$ cat config.mk
export PLATFORM = sky130hd
export DESIGN_NAME = light_fade_selector
export DESIGN_NICKNAME = d
export VERILOG_FILES = /design/src/rtl/light_fade_selector.sv
export SDC_FILE = /design/constraint.sdc
export NUM_CORES = 1
export LEC_CHECK = 0
export BUFFER_PORTS_ARGS = -buffer_cell sky130_fd_sc_hd__buf_4
export CAP_MARGIN = 15
export CORE_ASPECT_RATIO = 1.5
export CORE_MARGIN = 2
export CORE_UTILIZATION = 35
export CTS_BUF_LIST = sky130_fd_sc_hd__clkbuf_4 sky130_fd_sc_hd__clkbuf_8
export CTS_CLUSTER_SIZE = 25
export DETAILED_ROUTE_END_ITERATION = 10
export HOLD_SLACK_MARGIN = 0.1
export PLACE_DENSITY_LB_ADDON = 0.12
export SLEW_MARGIN = 5
export SYNTH_ARGS = -nofsm -noshare
export SYNTH_HDL_FRONTEND = slang
export SYNTH_SLANG_ARGS = --single-unit
$ cat constraint.sdc
create_clock -name clk -period 9.2 [get_ports clk]
set_input_delay 1.38 -clock clk [delete_from_list [all_inputs] [get_ports clk]]
set_output_delay 1.38 -clock clk [all_outputs]
set_load 0.01 [all_outputs]
$ cat src/rtl/light_fade_selector.sv
`default_nettype none
// ============================================================================
// Module   : light_fade_selector
// Brief    : Button-stepped colour index with a saturating white/colour crossfade.
// Revision : 1.0 - initial release
// ============================================================================
module light_fade_selector #(
    parameter int CH_W      = 8,
    parameter int W_W       = 4,
    parameter int STEP      = 1,
    parameter int N_COLOURS = 6
) (
    input  logic                clk,
    input  logic                rst,
    input  logic                sel,
    input  logic                button,
    output logic [3*CH_W-1:0]   light,
    output logic [2:0]          colour,
    output logic                busy
);

    localparam int              c_FULL   = 2**W_W;
    localparam int              c_MW     = CH_W + W_W + 1;
    localparam logic [CH_W-1:0] c_CH_MAX = '1;
    localparam logic [W_W:0]    c_FULL_W = (W_W+1)'(c_FULL);
    localparam logic [W_W+1:0]  c_FULL_X = (W_W+2)'(c_FULL);
    localparam logic [W_W+1:0]  c_STEP_X = (W_W+2)'(STEP);

    logic [W_W:0]        wgt_q, wgt_d;
    logic [2:0]          colour_q, colour_d;
    logic                button_q, button_d;
    logic [3*CH_W-1:0]   light_q, light_d;

    logic                w_edge;
    logic [W_W+1:0]      w_wgt_x;
    logic [W_W+1:0]      w_up;
    logic [W_W+1:0]      w_dn;
    logic [W_W:0]        w_inv;
    logic [3*CH_W-1:0]   w_mix;

    assign w_edge  = button & ~button_q;
    // Saturation arithmetic is done one bit wider so w+STEP can never wrap.
    assign w_wgt_x = {1'b0, wgt_q};
    assign w_up    = w_wgt_x + c_STEP_X;
    assign w_dn    = w_wgt_x - c_STEP_X;
    assign w_inv   = c_FULL_W - wgt_q;

    always_comb begin
        button_d = button;
        colour_d = colour_q;
        if (w_edge) begin
            colour_d = (colour_q == 3'(N_COLOURS)) ? 3'd1 : colour_q + 3'd1;
        end

        wgt_d = wgt_q;
        if (sel && (wgt_q != c_FULL_W)) begin
            wgt_d = (w_up > c_FULL_X) ? c_FULL_W : w_up[W_W:0];
        end else if (!sel && (wgt_q != '0)) begin
            wgt_d = (w_wgt_x < c_STEP_X) ? '0 : w_dn[W_W:0];
        end

        light_d = w_mix;
    end

    // Channel 0 is blue (colour bit 0), channel 2 is red (colour bit 2).
    generate
        for (genvar ch = 0; ch < 3; ch++) begin : g_ch
            logic [CH_W-1:0] w_c_ch;
            logic [c_MW-1:0] w_white_p;
            logic [c_MW-1:0] w_col_p;
            logic [c_MW-1:0] w_sum;

            assign w_c_ch    = colour_q[ch] ? c_CH_MAX : '0;
            assign w_white_p = {{(c_MW-CH_W){1'b0}}, c_CH_MAX}
                             * {{(c_MW-W_W-1){1'b0}}, w_inv};
            assign w_col_p   = {{(c_MW-CH_W){1'b0}}, w_c_ch}
                             * {{(c_MW-W_W-1){1'b0}}, wgt_q};
            assign w_sum     = w_white_p + w_col_p;
            assign w_mix[ch*CH_W +: CH_W] = CH_W'(w_sum >> W_W);
        end
    endgenerate

    always_ff @(posedge clk or posedge rst) begin
        if (rst) begin
            wgt_q    <= '0;
            colour_q <= 3'd1;
            button_q <= 1'b0;
            light_q  <= '1;
        end else begin
            wgt_q    <= wgt_d;
            colour_q <= colour_d;
            button_q <= button_d;
            light_q  <= light_d;
        end
    end

    assign light  = light_q;
    assign colour = colour_q;
    assign busy   = (sel & (wgt_q != c_FULL_W)) | (~sel & (wgt_q != '0));

endmodule
`default_nettype wire

==> flow_summary_export.csv <==
group,metric,value,unit
cts,cts_buffer_depth,2,
cts,h-tree-depth,2,
cts,cts_resized,0,
die,start_util,0.3579,
placed_design,post-dp-hpwl,8938,um
die,die_area,15930,um2
critical_path,cpMostUsedCell,"inv_1",
critical_path,worstPathMaxFanout,12,
sta,fin_skew,5.037,ps
critical_path,startpoint,"wgt_q[1]",
sta,finalCriticalPeriod,8155,ps
sta,worstMarginPinSlew,854.1,ps
placed_design,dpl_cell_area,5674,um2
critical_path,crit_path_start_kind,"register",
global_routing,grt-ovfl-total,0,
global_routing,grt_max_degree,34,
drt,avgRoutedWirePerCell,14.01,um
sta,slew_headroom,0.4296,
global_routing,grt_pass1_wl,18600,um
layout,drive_gt1_frac,0.1337,
die,die_y,153.6,um
drt,ant_nets,0,
layout,fin_nets,726,
drt,dr_wl_met2,5889,um
layout,syn_to_final_growth,10.37,%
global_routing,grt_pass1_vias,3899,
sta,period_share,0.8864,
worst_hold_path,hold_path_startpoint,"colour[0]",
critical_path,cp_num_buf_inv,7,
cts,cts_buffers,5,
yosys,avgSynthCellArea,9.583,um2
drt,drt_wl_total,10810,um
die,die_x,103.7,um
yosys,synthArstFlopShare,1.000,
global_routing,track_usage,0.1472,
sta,finalSetupViolCount,0,
yosys,yosysTopAreaCell,"fa_1",
placed_design,portBuffers,31,
placed_design,routabilityCongestion,0.8016,
critical_path,cp.arrival,8380,ps
sta,rsz0062_at_grt,"no",
sta,setup_tns,0,ps
drt,met3WireLength,267,um
drt,top_layer_used,"met4",
critical_path,cpMaxStageDelayCell,"fa_1",
drt,dr.pass1.iters,4,
layout,postLayoutCellArea,5764,um2
critical_path,crit_family,"adder cells",
cts,post_cts_buffers,0,
critical_path,rr_startpoint,"wgt_q[1]",
job,maxCapViolations,0,
yosys,synth.ff_latch_count,33,
layout,layout_common_cells,"inv_1 (141), fa_1 (74), ha_1 (72), buf_4 (33), nand2_1 (28)",
drt,via_count,3611,
cts,root_buffer,"clkbuf_8",
sta,slew_viol_final,0,
sta,holdWs,612.7,ps
critical_path,slowest_delay,600,ps
die,rows,54,
layout,final_common_cell,"inv_1",
worst_hold_path,hp-class,"register to register",
critical_path,path_class,"register to register",
cts,cts_tree,"done",
yosys,synth_cell_type_count,51,
yosys,synth_area,5223,um2
cts,clkSinkCount,33,
die,core_area,14590,um2
yosys,synth_warnings,0,
outcome,status,"complete, no violations",
die,ios,32,
drt,first_iter_violations,76,
yosys,synth_fp_nets,695,
yosys,synthTopCellsByArea,"fa_1 (28%), ha_1 (17%), dfstp_2 (13%), inv_1 (10%), xnor2_1 (4.5%)",
cts,clk_pin_slew,80,ps
yosys,synth_top_flop_cell,"dfstp_2",
drt,drc,0,
drt,m1WireLength,4369,um
critical_path,end_kind,"register",
yosys,synth_edf_count,0,
sta,max_freq,122.6,MHz
yosys,syn_inst,545,
yosys,synth.top_cell.area_share,0.2837,
critical_path,cp.required,9430,ps
layout,n_antenna_cell,0,
cts,insertion_delay,300,ps
cts,ctsHoldBuffers,0,
global_routing,antenna_found_initial,0,
yosys,synth-seq-area-share,0.1641,
drt,vias_per_cell,4.677,
sta,hold_viol,0,
[through the flow]
stage,cells,setup WS [ps],utilization
finish,772,1045,0.3950
CTS,772,980.3,0.3950
detailed placement,765,1028,0.3888
global placement,765,1251,0.3888
floorplan,545,1433,-
global route,772,473.5,0.3950
[layout make-up]
class | count | area [um2]
fill | 1505 | 8830
multi-input combinational | 361 | 3791
sequential | 33 | 857.1
inverter | 142 | 533.0
timing repair buffer | 33 | 247.7
tap | 196 | 245.2
clock buffer | 7 | 90.09
[worst min-delay path: stages (launching register included)]
cell and delay (ps):
dfstp_2 440, nand2_1 70, o21ai_0 60
[path summary, 6_finish.rpt]
kind,endpoint,slack (ps),cells past startpoint
worst min register to register,colour[1],610,2
min in group asynchronous,wgt_q[2],1190,3
worst max-delay path,light[7],1050,28
worst max register to register,light[7],1050,28
max in group asynchronous,light[16],7630,3
worst min-delay path,colour[1],610,2
[synth_stat cells, types with 2 or more instances]
cell / number
o32ai_1: 2
xor2_1: 16
nand2_1: 28
nor3_1: 9
and3_1: 5
dfrtp_1: 8
a21o_1: 6
dfstp_2: 25
ha_1: 72
a211oi_1: 2
o21ai_0: 14
fa_1: 74
nand3b_1: 2
a211oi_2: 4
nand2b_1: 9
nand3_1: 9
a22o_1: 2
clkbuf_1: 5
o311ai_1: 3
nand4_1: 3
a21oi_1: 21
nor2_1: 13
o21bai_1: 2
xnor2_1: 27
inv_1: 141
o21a_1: 3
and2_1: 6
buf_2: 3
nor2b_1: 9
[cell families after synthesis]
family	share of synthesized area
buffers and inverters	0.1100
adders and majority gates	0.4562
and+or+nand+nor	0.09727
AOI/OAI and AO/OA	0.09344
xor gates and xnor gates	0.07211
DFF	0.1641
muxes	0.006947
[flip-flops by register name, summed over array words and instances (netlist names)]
register,flops
light,24
wgt_q,5
colour,3
button_q,1
[per-layer routing]
metal,GRT usage,vias up
met1,0.1640,1788
met4,0.05148,0
li1,-,1767
met5,0,-
met3,0.02077,14
met2,0.2835,42
Power is not shown: default switching activity piles up to over one toggle a cycle in this logic, so the estimate is an artifact.
